$ cat config.mk
export PLATFORM = sky130hd
export DESIGN_NAME = rxe_lencheck
export DESIGN_NICKNAME = d
export VERILOG_FILES = /design/src/rtl/rxe_lencheck_pkg.sv /design/src/rtl/rxe_satcnt.sv /design/src/rtl/rxe_lencheck.sv
export SDC_FILE = /design/constraint.sdc
export NUM_CORES = 1
export LEC_CHECK = 0
export ABC_AREA = 1
export BUFFER_PORTS_ARGS = -buffer_cell sky130_fd_sc_hd__buf_2
export CAP_MARGIN = 0
export CORE_MARGIN = 4
export CORE_UTILIZATION = 55
export CTS_BUF_LIST = sky130_fd_sc_hd__clkbuf_2 sky130_fd_sc_hd__clkbuf_4 sky130_fd_sc_hd__clkbuf_8
export DETAILED_ROUTE_END_ITERATION = 8
export MAX_ROUTING_LAYER = met4
export PLACE_DENSITY_LB_ADDON = 0.05
export SLEW_MARGIN = 15
export SYNTH_ARGS = -nofsm -noshare
export SYNTH_HDL_FRONTEND = slang
export SYNTH_SLANG_ARGS = --single-unit
export TNS_END_PERCENT = 30
$ cat constraint.sdc
create_clock -name i_clk -period 2.6 [get_ports i_clk]
set_clock_uncertainty 0.15 [all_clocks]
set_input_delay 0.52 -clock i_clk [delete_from_list [all_inputs] [get_ports i_clk]]
set_output_delay 0.52 -clock i_clk [all_outputs]
set_load 0.01 [all_outputs]
$ cat src/rtl/rxe_lencheck_pkg.sv
// rtl/rxe_lencheck_pkg.sv - shared constants and event decode for the RX frame length checker
package rxe_lencheck_pkg;

    localparam int ETH_MINBYTES = 60;
    localparam int ETH_MAXBYTES = 1518;
    localparam int ETH_MAXJUMBO = 9018;

    typedef enum logic [1:0] {
        EV_IDLE  = 2'd0,
        EV_START = 2'd1,
        EV_BYTE  = 2'd2,
        EV_END   = 2'd3
    } rx_event_e;

    // A frame is a contiguous run of valid bytes; the edge of valid against its
    // previous value tells which part of the frame this byte-clock belongs to.
    function automatic rx_event_e classify_event(input logic v, input logic last_v);
        case ({v, last_v})
            2'b10:   return EV_START;
            2'b11:   return EV_BYTE;
            2'b01:   return EV_END;
            default: return EV_IDLE;
        endcase
    endfunction

endpackage

$ cat src/rtl/rxe_satcnt.sv
// rtl/rxe_satcnt.sv - saturating statistics up-counter with synchronous clear
module rxe_satcnt #(
    parameter int WIDTH = 16
) (
    input  logic             i_clk,
    input  logic             i_reset_n,
    input  logic             i_inc,
    input  logic             i_clr,
    output logic [WIDTH-1:0] o_cnt
);

    logic [WIDTH-1:0] r_cnt;

    // Clear takes priority so a clear landing on an increment leaves zero.
    always_ff @(posedge i_clk or negedge i_reset_n) begin
        if (!i_reset_n) begin
            r_cnt <= '0;
        end else if (i_clr) begin
            r_cnt <= '0;
        end else if (i_inc && (r_cnt != '1)) begin
            r_cnt <= r_cnt + WIDTH'(1);
        end
    end

    assign o_cnt = r_cnt;

endmodule

$ cat src/rtl/rxe_lencheck.sv
// rtl/rxe_lencheck.sv - RX frame length checker: runt/giant flags, frame length and statistics
module rxe_lencheck
    import rxe_lencheck_pkg::*;
#(
    parameter int MINBYTES = ETH_MINBYTES,
    parameter int MAXBYTES = ETH_MAXBYTES,
    parameter int LGLEN    = 11,
    parameter int LGSTAT   = 16
) (
    input  logic              i_clk,
    input  logic              i_reset_n,
    input  logic              i_ce,
    input  logic              i_v,
    input  logic              i_min_en,
    input  logic              i_max_en,
    input  logic              i_clr_stats,
    output logic [LGLEN-1:0]  o_len,
    output logic              o_done,
    output logic              o_runt,
    output logic              o_giant,
    output logic              o_err,
    output logic [LGSTAT-1:0] o_nrunt,
    output logic [LGSTAT-1:0] o_ngiant
);

    localparam logic [LGLEN-1:0] MIN_L = LGLEN'(MINBYTES);
    localparam logic [LGLEN-1:0] MAX_L = LGLEN'(MAXBYTES);

    logic             r_last_v;
    logic [LGLEN-1:0] r_len;
    logic [LGLEN-1:0] r_len_out;
    logic             r_en_min;
    logic             r_en_max;
    logic             r_done;
    logic             r_runt;
    logic             r_giant;
    logic             r_err;

    rx_event_e        w_event;
    logic             w_ev_start;
    logic             w_ev_byte;
    logic             w_ev_end;
    logic             w_ev_idle;
    logic             w_runt_next;
    logic             w_nrunt_inc;
    logic             w_ngiant_inc;

    assign w_event      = classify_event(i_v, r_last_v);
    assign w_ev_start   = i_ce && (w_event == EV_START);
    assign w_ev_byte    = i_ce && (w_event == EV_BYTE);
    assign w_ev_end     = i_ce && (w_event == EV_END);
    assign w_ev_idle    = i_ce && (w_event == EV_IDLE);
    assign w_runt_next  = r_en_min && (r_len < MIN_L);
    assign w_nrunt_inc  = w_ev_end && w_runt_next;
    assign w_ngiant_inc = w_ev_end && r_giant;

    always_ff @(posedge i_clk or negedge i_reset_n) begin
        if (!i_reset_n) begin
            r_last_v <= 1'b0;
        end else if (i_ce) begin
            r_last_v <= i_v;
        end
    end

    // Running byte count; sticks at all-ones on oversize frames instead of wrapping.
    always_ff @(posedge i_clk or negedge i_reset_n) begin
        if (!i_reset_n) begin
            r_len <= '0;
        end else if (w_ev_start) begin
            r_len <= LGLEN'(1);
        end else if (w_ev_byte) begin
            if (r_len != '1) begin
                r_len <= r_len + LGLEN'(1);
            end
        end else if (w_ev_end) begin
            r_len <= '0;
        end
    end

    // Enables are sampled once per frame so mid-frame changes cannot split a verdict.
    always_ff @(posedge i_clk or negedge i_reset_n) begin
        if (!i_reset_n) begin
            r_en_min <= 1'b0;
            r_en_max <= 1'b0;
        end else if (w_ev_start) begin
            r_en_min <= i_min_en;
            r_en_max <= i_max_en;
        end
    end

    always_ff @(posedge i_clk or negedge i_reset_n) begin
        if (!i_reset_n) begin
            r_len_out <= '0;
        end else if (w_ev_end) begin
            r_len_out <= r_len;
        end
    end

    // Giant rises as soon as the oversize byte arrives so downstream can abort early.
    always_ff @(posedge i_clk or negedge i_reset_n) begin
        if (!i_reset_n) begin
            r_done  <= 1'b0;
            r_runt  <= 1'b0;
            r_giant <= 1'b0;
            r_err   <= 1'b0;
        end else if (w_ev_start || w_ev_idle) begin
            r_done  <= 1'b0;
            r_runt  <= 1'b0;
            r_giant <= 1'b0;
            r_err   <= 1'b0;
        end else if (w_ev_byte) begin
            if (r_en_max && (r_len == MAX_L)) begin
                r_giant <= 1'b1;
            end
        end else if (w_ev_end) begin
            r_done <= 1'b1;
            r_runt <= w_runt_next;
            r_err  <= w_runt_next || r_giant;
        end
    end

    rxe_satcnt #(
        .WIDTH (LGSTAT)
    ) u_nrunt (
        .i_clk     (i_clk),
        .i_reset_n (i_reset_n),
        .i_inc     (w_nrunt_inc),
        .i_clr     (i_clr_stats),
        .o_cnt     (o_nrunt)
    );

    rxe_satcnt #(
        .WIDTH (LGSTAT)
    ) u_ngiant (
        .i_clk     (i_clk),
        .i_reset_n (i_reset_n),
        .i_inc     (w_ngiant_inc),
        .i_clr     (i_clr_stats),
        .o_cnt     (o_ngiant)
    );

    assign o_len   = r_len_out;
    assign o_done  = r_done;
    assign o_runt  = r_runt;
    assign o_giant = r_giant;
    assign o_err   = r_err;

endmodule
==> results of run 1 <==
[cell type report]
class	instances	area, sq um	share of cell area [%]
multi-input combinational	356	1750	43.4
tap	75	93.8	2.33
sequential	61	1530	37.9
clock inverter	4	47.5	1.18
clock buffer	12	153	3.79
inverter	39	146	3.63
timing repair buffer	58	315	7.82
[critical path, cell delays in order, from the launching register on]
cell	delay (ns)
dfrtp_1	0.46
ha_1	0.26
nand3_1	0.18
inv_2	0.05
nand2_1	0.10
nor2_2	0.06
nor2_2	0.35
buf_4	0.22
nand4_1	0.08
nand2_1	0.09
[path summary, 6_finish.rpt]
check                                   from                end  slack [ns]
max                        u_ngiant.o_cnt[0]  u_ngiant.o_cnt[5]        0.54
min                                i_reset_n  u_nrunt.o_cnt[11]        0.01
max reg2reg                u_ngiant.o_cnt[0]  u_ngiant.o_cnt[5]        0.54
min reg2reg                           o_done             o_done        0.32
max in group asynchronous          i_reset_n           r_last_v        1.69
min in group i_clk                  i_min_en           r_en_min        0.26
[stage by stage]
| step | hold WS, ns | util (%) | total power, mW | std cells |
|---|---|---|---|---|
| 4_1_cts | 0.0298 | 66.5 | 2.02 | 605 |
| 3_3_place_gp | 0.306 | 63.2 | 1.15 | 589 |
| 3_5_place_dp | 0.311 | 63.2 | 1.16 | 589 |
| 2_1_floorplan | 0.0744 | - | 1.09 | 467 |
| 6_report | 0.0141 | 66.5 | 2.01 | 605 |
| 5_1_grt | 0.0394 | 66.5 | 2.09 | 605 |
[synthesized netlist by cell type]
cell	number	area (sq um)
nor2_4	4	45.0
inv_1	36	135
o21ai_0	31	155
o21bai_1	6	45.0
nor2_2	4	25.0
xor2_1	10	87.6
a21oi_1	1	5.00
clkbuf_1	3	11.3
nand3_1	34	170
dfrtp_1	61	1530
xnor2_1	1	8.76
buf_2	3	15.0
nor3_1	1	5.00
buf_4	1	7.51
nor2_8	1	20.0
ha_1	4	50.1
buf_1	1	3.75
nand3_4	2	35.0
buf_6	2	22.5
o31ai_1	2	15.0
nand2_1	167	627
buf_8	1	15.0
inv_2	3	11.3
nor2_1	45	169
nand3b_1	4	30.0
nand3_2	1	10.0
nand4_1	27	169
nand2_2	9	56.3
mux2_2	2	22.5
[power by group through the flow]
stage	Combinational (mW)	Clock (mW)	Sequential, mW
after floorplan	0.0798	0	1.02
after global placement	0.142	0	1.01
after detailed placement	0.146	0	1.01
after CTS	0.146	0.883	0.994
after global routing	0.161	0.930	0.997
final	0.142	0.871	0.995
[state kept, by name, summed over array words and instances (netlist names)]
signal          cells
r_en_max            1
o_len              11
r_len              11
r_last_v            1
o_giant             1
o_done              1
o_runt              1
o_err               1
u_ngiant.o_cnt     16
r_en_min            1
u_nrunt.o_cnt      16
[per-layer routing]
layer,up-vias,GRT usage [%]
met3,16,3.57
met5,-,-
met4,0,11.6
met2,102,37.2
met1,1517,29.5
li1,1640,-
[cells by family (layout without fill, tap and decap cells)]
family | after synthesis | count (layout) | synth area share, %
DFF | 61 | 61 | 43.6
buffers and inverters | 50 | 113 | 6.33
adders and majority gates | 4 | 4 | 1.43
and+or+nand+nor | 299 | 299 | 38.9
muxes | 2 | 2 | 0.644
xor gates and xnor gates | 11 | 11 | 2.75
AOI/OAI and AO/OA | 40 | 40 | 6.29
==> flow_metrics.py, run 1 <==
metrics = {
    "synthesis": {
        "synthCells": 467,
        "synth_cell_types": 29,
        "yosysWarnings": 0,
        "netlist_area_sq_mm": 0.00350,
        "post_synth.cell_area_avg_sq_um": 7.49,
        "ys_seq_elements": 61,
        "ys_seq_area_share_pct": 43.6,
        "syn_nets": 478,
    },
    "timing": {
        "setup_viol": 0,
        "min_period_ns": 2.06,
        "worstMarginPinSlew_ns": 0.565,
        "drv_slew": 0,
        "finalCritPeriodShare_pct": 79.3,
        "timing.final.ws_setup_ns": 0.538,
        "grt_setup_unrepaired": "no",
        "clock.fmax_mhz": 485,
        "max_slew_margin_pct": 62.3,
        "finalHoldViolations": 0,
        "setup_tns_ns": 0,
    },
    "finish": {
        "area_delta_synth_final_pct": 15.3,
        "final_cell_mix": "nand2_1, dfrtp_1, buf_2",
        "final_common_cell": "nand2_1",
        "fin_nets": 536,
        "fin_area_sq_mm": 0.00403,
        "final.fill_count": 502,
        "drive_gt1_share_pct": 18.9,
        "diodes": 0,
    },
    "grt": {
        "first_global_vias": 3061,
        "grt_pass1_wl_um": 13900,
        "grt_max_degree": 39,
        "grt_overflow": 0,
        "grt_usage_pct": 23.6,
        "antenna_found_initial": 0,
    },
    "critical_path": {
        "critPathRequiredTime_ns": 2.73,
        "ff2ff_path_depth": 9,
        "cp_max_fo": 8,
        "critPathKind": "reg -> reg",
        "cp-start-kind": "flop",
        "end_kind": "flop",
        "arrival_ns": 2.19,
    },
    "routing": {
        "vias_per_cell": 5.41,
        "vias": 3275,
        "post_drt_wl_per_cell_um": 13.8,
        "routed.top_layer": "met4",
        "drtAntennaViolNets": 0,
        "wl_met1_um": 3800,
        "met2WireLength_um": 4040,
        "wl_met3_um": 375,
        "drc": 0,
        "totalWireLength_um": 8360,
        "dr.pass1.iters": 7,
        "drtIter0Drc": 189,
    },
    "clock_network": {
        "cts_tree": "built",
        "cts.sinks": 61,
        "htreeDepth": 3,
        "root_buffer": "clkbuf_8",
        "clock_path_buffers": 2,
        "cts_hold_buf": 0,
        "cts_resized": 0,
        "clk_pin_slew_worst_paths_ns": 0.07,
        "clk_latency_ns": 0.34,
        "cts-buffers-inserted": 9,
        "cts_setup_buffers": 0,
    },
    "floorplanning": {
        "fp.dieH_um": 87.8,
        "dieArea_sq_mm": 0.00770,
        "core.rowCount": 28,
        "io_pins": 54,
        "initial_utilization_pct": 57.7,
        "die_w_um": 87.8,
        "coreArea_sq_mm": 0.00606,
    },
    "power": {
        "p_comb_share_pct": 7.1,
        "p_switching_mw": 0.502,
        "seqPwrFrac_pct": 49.6,
        "p_int_mw": 1.51,
        "vdd_ir_drop_max_uv": 398,
        "pwr-share-clk_pct": 43.4,
        "p_sw_share_pct": 25.0,
        "powerDensity_mw_per_mm2": 498,
        "leakage_nw": 2.03,
    },
    "placed_design": {
        "dp_slack_ns": 0.565,
        "port_buffers": 53,
        "placed_area_sq_mm": 0.00383,
        "gp_congestion": 0.899,
        "dp_hpwl_um": 5990,
    },
    "run": {
        "maxCapViolCount": 0,
    },
    "outcome": {
        "outcome": "finished, final reports clean",
    },
    "hold_path": {
        "hp-class": "in -> async",
    },
}
(Power assumes the default switching activity.)
==> run 2, diff against run 1 <==
--- a/config.mk
+++ b/config.mk
@@ -9,7 +9,7 @@
 export BUFFER_PORTS_ARGS = -buffer_cell sky130_fd_sc_hd__buf_2
 export CAP_MARGIN = 0
 export CORE_MARGIN = 4
-export CORE_UTILIZATION = 55
+export CORE_UTILIZATION = 53
 export CTS_BUF_LIST = sky130_fd_sc_hd__clkbuf_2 sky130_fd_sc_hd__clkbuf_4 sky130_fd_sc_hd__clkbuf_8
 export DETAILED_ROUTE_END_ITERATION = 8
 export MAX_ROUTING_LAYER = met4
==> constraint.sdc (replaced) <==
create_clock -name i_clk -period 1.7 [get_ports i_clk]
set_clock_uncertainty 0.15 [all_clocks]
set_input_delay 0.34 -clock i_clk [delete_from_list [all_inputs] [get_ports i_clk]]
set_output_delay 0.34 -clock i_clk [all_outputs]
set_load 0.01 [all_outputs]
==> flow_metrics.py, run 2 (synthesized netlist as in run 1, its figures left out) <==
metrics = {
    "outcome": {
        "outcome": "finished, final reports clean",
    },
    "routing": {
        "vias": 3582,
        "vias_per_cell": 5.32,
        "drtIter0Drc": 226,
        "dr.pass1.iters": 4,
        "post_drt_wl_per_cell_um": 13.9,
        "drc": 0,
        "totalWireLength_um": 9360,
        "drtAntennaViolNets": 0,
    },
    "grt": {
        "grt_pass1_wl_um": 15100,
        "grt_max_degree": 62,
        "antenna_found_initial": 0,
        "grt_usage_pct": 24.8,
        "first_global_vias": 3436,
        "grt_overflow": 0,
    },
    "power": {
        "p_sw_share_pct": 26.4,
        "p_int_mw": 2.16,
        "p_comb_share_pct": 10.3,
        "powerDensity_mw_per_mm2": 630,
        "seqPwrFrac_pct": 51.6,
        "vdd_ir_drop_max_uv": 552,
        "pwr-share-clk_pct": 38.1,
        "p_switching_mw": 0.776,
        "leakage_nw": 2.38,
    },
    "timing": {
        "max_slew_margin_pct": 76.5,
        "timing.final.ws_setup_ns": 0.0452,
        "min_period_ns": 1.65,
        "worstMarginPinSlew_ns": 0.353,
        "finalHoldViolations": 0,
        "holdWs_ns": 0.0873,
        "finalCritPeriodShare_pct": 97.3,
        "drv_slew": 0,
        "clock.fmax_mhz": 604,
        "setup_viol": 0,
    },
    "run": {
        "maxCapViolCount": 0,
    },
    "hold_path": {
        "hp-class": "in -> reg",
    },
    "critical_path": {
        "cp_max_fo": 8,
        "cp-start-kind": "flop",
        "end_kind": "flop",
        "critPathRequiredTime_ns": 1.82,
        "critPathKind": "reg -> reg",
        "arrival_ns": 1.77,
    },
    "finish": {
        "final.fill_count": 514,
        "multi_input_area_sq_mm": 0.00186,
        "drive_gt1_share_pct": 32.4,
        "final_common_cell": "nand2_1",
        "fin_nets": 602,
        "final_cell_mix": "nand2_1, buf_4, dfrtp_1",
        "regArea_sq_mm": 0.00153,
        "fin_area_sq_mm": 0.00466,
        "diodes": 0,
        "area_delta_synth_final_pct": 33.2,
    },
    "placed_design": {
        "gp_congestion": 0.923,
        "port_buffers": 53,
        "dp_slack_ns": -0.0869,
        "dp_hpwl_um": 6440,
        "placed_area_sq_mm": 0.00424,
    },
    "clock_network": {
        "clk_latency_ns": 0.34,
        "clock_path_buffers": 2,
        "clk_pin_slew_worst_paths_ns": 0.07,
        "cts-buffers-inserted": 9,
        "root_buffer": "clkbuf_8",
        "cts.sinks": 61,
        "htreeDepth": 3,
        "cts_tree": "built",
    },
    "floorplanning": {
        "fp.dieH_um": 89.2,
        "die_w_um": 89.2,
        "coreArea_sq_mm": 0.00639,
        "dieArea_sq_mm": 0.00796,
        "io_pins": 54,
        "core.rowCount": 29,
        "initial_utilization_pct": 54.8,
    },
}
run 2: power by group through the flow:
stage / clock [mW] / sequential (mW) / combinational [mW]
after floorplan: 0 / 1.55 / 0.123
after global placement: 0 / 1.54 / 0.257
after detailed placement: 0 / 1.54 / 0.256
after CTS: 1.14 / 1.51 / 0.265
after global routing: 1.21 / 1.52 / 0.338
final: 1.12 / 1.52 / 0.302
run 2: metal layers:
metal | global-route usage, % | vias up | part of all wire [%] | routed length (um)
met4 | 9.88 | 0 | 1.7 | 160
met2 | 42.5 | 115 | 51 | 4790
met3 | 3.78 | 18 | 4.8 | 450
met1 | 29.2 | 1677 | 42 | 3960
li1 | - | 1772 | - | -
met5 | - | - | 0 | 0
run 2: through the flow:
| step | TNS, ns | cells | utilization [%] | total power [mW] |
|---|---|---|---|---|
| after floorplan | -0.168 | 467 | - | 1.68 |
| after global placement | -0.00305 | 642 | 66.4 | 1.80 |
| after detailed placement | -0.913 | 642 | 66.4 | 1.80 |
| after CTS | 0 | 661 | 69.7 | 2.92 |
| after global routing | -0.0686 | 673 | 73.0 | 3.06 |
| final | 0 | 673 | 73.0 | 2.94 |
run 2: critical path: stages, from the launching register on:
cell	delay (ns)
dfrtp_1	0.41
ha_4	0.17
nand3_4	0.08
inv_2	0.09
nand2_4	0.05
nor2_4	0.11
nor2_4	0.08
nor2_4	0.29
nand2_2	0.09
nand2_1	0.07
run 2: path summary, 6_finish.rpt:
path / start / endpoint / slack (ns) / depth (start not counted)
worst max-delay path: u_nrunt.o_cnt[1] / u_nrunt.o_cnt[3] / 0.05 / 9
worst min-delay path: i_min_en / r_en_min / 0.09 / 2
worst max register to register: u_nrunt.o_cnt[1] / u_nrunt.o_cnt[3] / 0.05 / 9
worst min register to register: o_runt / o_runt / 0.33 / 2
max in group asynchronous: i_reset_n / r_len[8] / 0.69 / 3
min in group asynchronous: i_reset_n / u_nrunt.o_cnt[13] / 0.36 / 3
run 2: area by class of cell:
class,instances,area share [%]
inverters,39,3.14
clock inverters,5,0.591
well taps,77,2.07
repair buffers,123,18.4
clock buffers,11,2.98
flip-flops and latches,61,32.8
multi-input cells,357,39.9
run 2: repair_timing:
action,in CTS,in global routing
buffers inserted,2,10
hold buffers,1,0
endpoints found under the setup margin,15,43
resized for setup,3,32
endpoints found under the hold margin,61,0
pin swaps,2,16
cloned,0,2
